--- config.mk ---
export PLATFORM = sky130hd
export DESIGN_NAME = iq_adc_sample_scheduler
export DESIGN_NICKNAME = d
export VERILOG_FILES = /design/src/rtl/iq_adc_sample_scheduler_pkg.sv /design/src/rtl/iq_sample_to_signed.sv /design/src/rtl/iq_adc_sample_scheduler.sv
export SDC_FILE = /design/constraint.sdc
export NUM_CORES = 1
export LEC_CHECK = 0
export BUFFER_PORTS_ARGS = -buffer_cell sky130_fd_sc_hd__buf_4
export CAP_MARGIN = 20
export CORE_MARGIN = 2
export CORE_UTILIZATION = 45
export DETAILED_ROUTE_END_ITERATION = 16
export GPL_TIMING_DRIVEN = 0
export PLACE_DENSITY = 0.79
export SLEW_MARGIN = 30
export SYNTH_ARGS = -nofsm -noshare
export SYNTH_HDL_FRONTEND = slang
export SYNTH_SLANG_ARGS = --single-unit
--- constraint.sdc ---
create_clock -name clk -period 2.1 [get_ports clk]
set_input_delay 0.21 -clock clk [delete_from_list [all_inputs] [get_ports clk]]
set_output_delay 0.21 -clock clk [all_outputs]
set_load 0.005 [all_outputs]
--- src/rtl/iq_adc_sample_scheduler_pkg.sv ---
// Purpose: shared constants for the IQ ADC sample scheduler (FSM encoding, channel ids, default width).
// Latency: n/a (package only).
// Backpressure: n/a (package only).
package iq_adc_sample_scheduler_pkg;

    // Scheduler FSM encoding
    localparam logic [1:0] ST_IDLE  = 2'd0;
    localparam logic [1:0] ST_RUN   = 2'd1;
    localparam logic [1:0] ST_DRAIN = 2'd2;

    // Channel identifiers carried on out_ch and in the round-robin pointer
    localparam logic CH_A = 1'b0;
    localparam logic CH_B = 1'b1;

    // Default ADC sample width
    localparam int DEF_N = 14;

endpackage

--- src/rtl/iq_sample_to_signed.sv ---
// Purpose: offset-binary ADC code to symmetric two's-complement sample, plus zero-code flag.
// Latency: combinational (0 cycles).
// Backpressure: none; pure function of the input.
// Ports: u = unsigned sample in, s = signed sample out, is_zero = u was the all-zeros code.
module iq_sample_to_signed #(
    parameter int N = 14
) (
    input  logic [N-1:0] u,
    output logic [N-1:0] s,
    output logic         is_zero
);

    logic [N-1:0] zero_code;

    // u - 2^(N-1) mod 2^N is just an MSB flip.
    // The zero code maps to -(2^(N-1)-1) instead of the most-negative value,
    // keeping the output range symmetric around zero.
    assign zero_code = {1'b1, {(N-2){1'b0}}, 1'b1};
    assign is_zero   = (u == '0);
    assign s         = is_zero ? zero_code : {~u[N-1], u[N-2:0]};

endmodule

--- src/rtl/iq_adc_sample_scheduler.sv ---
// Purpose: round-robin share of one offset-to-signed converter between I (A) and Q (B) ADC streams.
// Latency: 1 cycle from accepting handshake to registered out_data/out_ch/out_valid.
// Backpressure: a_ready/b_ready drop while the output register is full and out_ready=0, or when disabled.
// Ports: clk/rst (sync active-high), en, ch_mask, cnt_clr; a_*/b_* sample inputs with valid/ready;
//        out_valid/out_data/out_ch/out_ready tagged output; clamp_cnt zero-sample count; busy = not IDLE.
module iq_adc_sample_scheduler
    import iq_adc_sample_scheduler_pkg::*;
#(
    parameter int N     = DEF_N,
    parameter int CNT_W = 16
) (
    input  logic             clk,
    input  logic             rst,
    input  logic             en,
    input  logic [1:0]       ch_mask,
    input  logic             cnt_clr,
    input  logic             a_valid,
    input  logic [N-1:0]     a_data,
    output logic             a_ready,
    input  logic             b_valid,
    input  logic [N-1:0]     b_data,
    output logic             b_ready,
    output logic             out_valid,
    output logic [N-1:0]     out_data,
    output logic             out_ch,
    input  logic             out_ready,
    output logic [CNT_W-1:0] clamp_cnt,
    output logic             busy
);

    logic [1:0]   state;
    logic [1:0]   state_nxt;
    logic         last_grant;
    logic         req_a;
    logic         req_b;
    logic         grant_a;
    logic         grant_b;
    logic         load;
    logic         accept;
    logic [N-1:0] mux_dat;
    logic [N-1:0] conv_dat;
    logic         conv_zero;

    assign req_a = a_valid & ch_mask[0];
    assign req_b = b_valid & ch_mask[1];

    // A wins a tie only when B was the last channel served.
    assign grant_a = req_a & (~req_b | (last_grant == CH_B));
    assign grant_b = req_b & ~grant_a;

    // Accept only while running and the output register is empty or draining this cycle.
    assign load    = (state == ST_RUN) & en & (~out_valid | out_ready);
    assign a_ready = load & grant_a;
    assign b_ready = load & grant_b;
    assign accept  = a_ready | b_ready;
    assign busy    = (state != ST_IDLE);

    assign mux_dat = grant_b ? b_data : a_data;

    iq_sample_to_signed #(.N(N)) u_conv (
        .u       (mux_dat),
        .s       (conv_dat),
        .is_zero (conv_zero)
    );

    always_comb begin
        state_nxt = state;
        case (state)
            ST_IDLE:  if (en) state_nxt = ST_RUN;
            ST_RUN:   if (!en) state_nxt = (out_valid && !out_ready) ? ST_DRAIN : ST_IDLE;
            ST_DRAIN: if (out_ready) state_nxt = ST_IDLE;
            default:  state_nxt = ST_IDLE;
        endcase
    end

    always_ff @(posedge clk) begin
        if (rst) begin
            state      <= ST_IDLE;
            last_grant <= CH_B;
            out_valid  <= 1'b0;
            out_data   <= '0;
            out_ch     <= CH_A;
            clamp_cnt  <= '0;
        end else begin
            state <= state_nxt;

            if (accept) begin
                last_grant <= grant_b ? CH_B : CH_A;
                out_valid  <= 1'b1;
                out_data   <= conv_dat;
                out_ch     <= grant_b ? CH_B : CH_A;
            end else if (out_ready) begin
                out_valid  <= 1'b0;
            end

            // Clear beats a same-cycle increment; count sticks at all-ones.
            if (cnt_clr) begin
                clamp_cnt <= '0;
            end else if (accept && conv_zero && (clamp_cnt != '1)) begin
                clamp_cnt <= clamp_cnt + 1'b1;
            end
        end
    end

endmodule

==> results.md, run 1 <==
- Final Skew: 0.00542 ns
- Std-Cell Rows: 22
- RSZ-0062 raised after global routing: no
- # port buffers: 71
- Pwr Density: 530 nW/um^2
- Worst-margin pin slew: 0.482 ns
- DRC: 0
- Tot GR Track Use: 0.245
- Clock latency on the worst-skew pair: 0.29 ns
- Top post-synthesis cells by area: dfxtp_1 (39%), nand2_1 (7.0%), a311oi_1 (6.4%)
- Clock Tree Buf Depth: 2
- Vias in the first global route: 1871
- Final period utilization: 0.936
- Place WS: -0.0601 ns
- Inserted Diodes: 0
- Final wirelength: 5030 um
- Syn Area/Cell: 8.03 um^2
- Layout area overhead: 39.9%
- Post-detail-place hpwl: 3770 um
- Hold WC Path Type: primary input to flop
- Post-synth EDFFs: 0
- Seq cells post-synth: 35
- Mapped Area: 1780 um^2
- Yosys cell types: 38
- Die Span Y: 66.8 um
- Total grt overflow: 0
- CTS Buf Count: 5
- Final net count: 336
- Routed length per instance: 14.5 um
- Layout cells sized above 1: 0.321
- WP data required: 2.26 ns
- Hold path cells: 2
- Worst Setup Path Type: flop to flop
- Ports: 72
- Cell count of the worst reg-to-reg path: 7
- R2r endpoint: clamp_cnt[4]
- Drt pass-1 iters: 5
- Max_cap viols: 0
- Fmax: 509 MHz
- Power Total: 1.32 mW
- CTS clk-pin slew, worst paths: 0.07 ns
- Final hold slack: 0.0881 ns
- Fin area: 2480 um^2
- Min cycle time layout: 1.97 ns
- Cts hold-fix bufs: 0
- Primary FF master, synth: dfxtp_1
- Nature of the critical path endpoint: flop
- First-pass GRT wire length: 8340 um
- Worst r2r src: last_grant
- Routed via count: 1967
- Clock net sink count: 35
- YS warnings: 0
- Hold Crit Start: out_ready
- R2r setup slk: 0.13 ns
- Outcome: complete, no violations
- Core area: 3720 um^2
- Fin. max-slew vios: 0
- Vias/cell: 5.67
- Fillers: 328
- Post-Syn Instances: 221
- Most common cell after layout, fill and taps aside: buf_4
- Final setup vio count: 0
- Peak supply drop: 0.508 mV
- Antenna violations before repair: 0
- Die width: 66.8 um
- CTS Root Cell: clkbuf_8
- LEAKAGE: 0.966 nW
- Crit path max fanout: 10
- Initial core utilization: 0.478
- Data arrival time of the critical path: 2.12 ns
- Asr flop ratio synth: 0
- Die Area: 4460 um^2
- Final ANT Viol Nets: 0
- Final setup margin: 0.135 ns
- Cell Area, Placed: 2370 um^2
- Setup_tns: 0 ns
- Largest net degree at the start of global routing: 12
- CTS tree: built
- Leading area contributor after synthesis: dfxtp_1
- Final hold violation count: 0
- Gpl congestion: 0.826
- DRT iter0 DRCs: 174
- Most frequent cells in the layout: buf_4 (72), dfxtp_1 (33), nand2_1 (32)
- Hold Path End: state[1]
- Sequential element share of the synthesized area: 0.395
- H-tree Lvls: 2
- Startpoint Class: flop
- Mapped Nets: 259
- Slew headroom: 0.679
- Post-synth top area share: 0.395
## final cells by class
cell class	instances	area (um^2)	area share
Multi-Input combinational cell	168	1030	0.413
Sequential cell	35	703	0.283
Timing Repair Buffer	71	533	0.215
Clock buffer	5	68.8	0.0277
Buffer	14	66.3	0.0267
Tap cell	48	60.1	0.0242
Clock inverter	3	15.0	0.00605
Inverter	3	11.3	0.00453
## state kept, by name (all words and copies together), names as in the netlist
name and cells:
clamp_cnt 16, state 2, out_data 14, last_grant 1, out_valid 1, out_ch 1
## through the flow
step | utilization | cells
2_1_floorplan | - | 221
3_3_place_gp | 0.637 | 340
3_5_place_dp | 0.637 | 340
4_1_cts | 0.663 | 348
5_1_grt | 0.668 | 347
6_report | 0.668 | 347
## Yosys cell counts, drive strengths merged (7+ instances only)
| cell type | count |
|---|---|
| dfxtp | 35 |
| o31ai | 8 |
| nor2 | 18 |
| or4 | 8 |
| a21oi | 20 |
| nand4 | 8 |
| a311oi | 13 |
| nand2 | 33 |
| nor4 | 7 |
| clkbuf | 9 |
| nand3 | 11 |
## layer usage
metal,global-route usage,share of wire,vias up
li1,-,-,983
met1,0.291,0.43,909
met2,0.419,0.48,69
met3,0.0693,0.069,6
met4,0.0867,0.013,0
met5,0,0,-
## cell families (layout without fill, tap and decap cells)
logic type / after synthesis / in the layout / share of synthesized area
AND/OR/NAND/NOR: 111 / 111 / 0.336
AO/OA/AOI/OAI: 54 / 54 / 0.204
adder cells (fa/ha/maj): 1 / 1 / 0.00705
flip-flops: 35 / 35 / 0.395
multiplexers: 2 / 2 / 0.0141
buffers and inverters: 18 / 96 / 0.0437
## how the worst max path moves through the flow
stage | from | end | slack, ns | cells after the start
floorplan | clamp_cnt[0] | clamp_cnt[15] | 0.19 | 6
global placement | clamp_cnt[0] | clamp_cnt[4] | -0.02 | 7
detailed placement | clamp_cnt[0] | clamp_cnt[15] | -0.06 | 6
CTS | clamp_cnt[1] | clamp_cnt[5] | 0.04 | 7
global route | last_grant | clamp_cnt[15] | 0.02 | 7
finish | last_grant | clamp_cnt[4] | 0.13 | 7
## power breakdown
part,internal (mW),leakage (nW),total (mW),switching (mW)
clock network,0.227,0.0477,0.474,0.248
logic,0.0834,0.634,0.160,0.0770
registers,0.675,0.284,0.681,0.00647
total,0.985,0.966,1.32,0.331
## critical path, cell delays in order, from the launching register on
cell and delay, ns:
dfxtp_1 0.36, nand3_1 0.09, nand3_1 0.25, mux2_4 0.34
buf_6 0.14, clkbuf_1 0.23, o31ai_1 0.33, a21oi_1 0.10
## repair_timing
action | CTS | global route
resized for setup | 3 | 7
setup buffers | 0 | 0
endpoints found under the setup margin | 11 | 17
gates cloned | 0 | 0
No activity file was read; power rests on OpenSTA's default activity.
==> inputs of run 2 (changes only) <==
- CORE_ASPECT_RATIO: unset -> 0.5
==> run 2 against run 1 <==
  * Hold slack got worse by 0.0079 ns
  * Sequential share of layout area fell by 0.20 points
  * Clock skew barely moved
  * Combinational power rose by 2%
  * Utilization fell by 1.8 points
  * Non-clock buffer count did not move
  * Global-route usage fell by 0.52 points
  * Clock power rose by 15%
  * Clock-buffer cell count rose by 3
  * Via count rose by 3.4%
  * Die area rose by 0.69%
  * First-iteration DRC count fell by 59%
  * Critical endpoint is now clamp_cnt[1]
  * Largest cell class unchanged
==> results.md, run 2 (synthesis gave the netlist of run 1 again) <==
- CTS Root Cell: clkbuf_8
- Nature of the critical path endpoint: flop
- Post-detail-place hpwl: 3820 um
- DRT iter0 DRCs: 71
- Max incr delay on CP: 0.60 ns
- Clock latency on the worst-skew pair: 0.30 ns
- CTS clk-pin slew, worst paths: 0.07 ns
- Hold WC Path Type: primary input to flop
- Die Area: 4490 um^2
- Total grt overflow: 0
- Final wirelength: 5200 um
- Layout Utilization: 0.651
- Setup_tns: 0 ns
- Largest Register: clamp_cnt
- Fin. max-slew vios: 0
- CP bufs+invs: 1
- Post-route insts no fill: 353
- Final period utilization: 0.951
- Std-Cell Rows: 16
- Cts hold-fix bufs: 0
- DRC: 0
- Final setup vio count: 0
- Largest net degree at the start of global routing: 11
- Die Span Y: 48.4 um
- Fmax: 501 MHz
- Final ANT Viol Nets: 0
- Setup Buffers After CTS: 0
- Biggest registers after layout: clamp_cnt (16), out_data (14), state (2)
- Peak supply drop: 0.525 mV
- Crit path max fanout: 10
- Layout area overhead: 40.9%
- Vias/cell: 5.76
- First-pass GRT wire length: 8570 um
- Max_cap viols: 0
- Clock Tree Buf Depth: 2
- Min cycle time layout: 2.00 ns
- Die width: 92.8 um
- Ports: 72
- Crit path max-delay cell type: or4b_4
- Final setup margin: 0.104 ns
- # port buffers: 71
- Gpl congestion: 0.813
- Core area: 3840 um^2
- Layout cells sized above 1: 0.321
- Vias in the first global route: 1867
- Fin area: 2500 um^2
- Cell Area, Placed: 2380 um^2
- Final hold violation count: 0
- Data arrival time of the critical path: 2.21 ns
- Antenna violations before repair: 0
- Inserted Diodes: 0
- Final hold slack: 0.0802 ns
- Final net count: 336
- Clock net sink count: 35
- Routed via count: 2034
- Most common cell after layout, fill and taps aside: buf_4
- Power Total: 1.39 mW
- Routed length per instance: 14.7 um
- Place WS: -0.0563 ns
- Crit-path cells: ha_2, nand3_2, or4b_4, nand2_1, buf_4, o21ai_0, a21oi_1
- Most frequent cells in the layout: buf_4 (72), nand2_1 (33), dfxtp_1 (33)
- Cell family with most CP delay: simple AND/OR/NAND/NOR gates
- LEAKAGE: 0.966 nW
- Worst-margin pin slew: 0.511 ns
- CTS Buf Count: 5
- Slew headroom: 0.659
- RSZ-0062 raised after global routing: no
- Worst Setup Path Type: flop to flop
- Initial core utilization: 0.462
- Drt pass-1 iters: 4
- Outcome: complete, no violations
- Startpoint Class: flop
- H-tree Lvls: 2
- Max reg flops: 16
- Pwr Density: 557 nW/um^2
- Final Skew: 0.00576 ns
- CTS tree: built
- Tot GR Track Use: 0.240
- WP data required: 2.31 ns
- Dpl cells: 346
-- run 2: changes by cell type in the layout (fill, tap and decap cells not counted), sizes merged --
cell | before | now
clkbuf | 14 | 17
clkinv | 3 | 0
-- run 2: area by class of cell --
class	count	area, um^2
fill	364	1340
sequential	35	703
clock buffer	8	100
multi-input combinational	168	1020
buffer	14	66.3
inverter	3	11.3
timing repair buffer	71	533
tap	54	67.6
-- run 2: metal layers --
| layer | global-route usage | up-vias | part of all wire |
|---|---|---|---|
| met2 | 0.394 | 69 | 0.50 |
| met5 | 0 | - | 0 |
| met3 | 0.0561 | 11 | 0.054 |
| met4 | 0.110 | 0 | 0.018 |
| li1 | - | 984 | - |
| met1 | 0.302 | 970 | 0.42 |
-- run 2: timing repair --
item | CTS | global route
setup endpoints to repair | 11 | 16
pin swaps | 0 | 0
resized for setup | 4 | 5
-- run 2: path summary, 6_finish.rpt --
check / start / to / slack (ns) / cells after the start
max: clamp_cnt[0] / clamp_cnt[1] / 0.10 / 7
max reg2reg: clamp_cnt[0] / clamp_cnt[1] / 0.10 / 7
min reg2reg: out_data[0] / out_data[0] / 0.46 / 2
min: out_ready / state[1] / 0.08 / 2
-- run 2: where the power goes --
| part | leakage (nW) | total (mW) | switching (mW) | internal (mW) |
|---|---|---|---|---|
| Combinational | 0.631 | 0.164 | 0.0802 | 0.0836 |
| Clock | 0.0515 | 0.547 | 0.248 | 0.299 |
| Sequential | 0.284 | 0.681 | 0.00631 | 0.675 |
| Total | 0.966 | 1.39 | 0.334 | 1.06 |
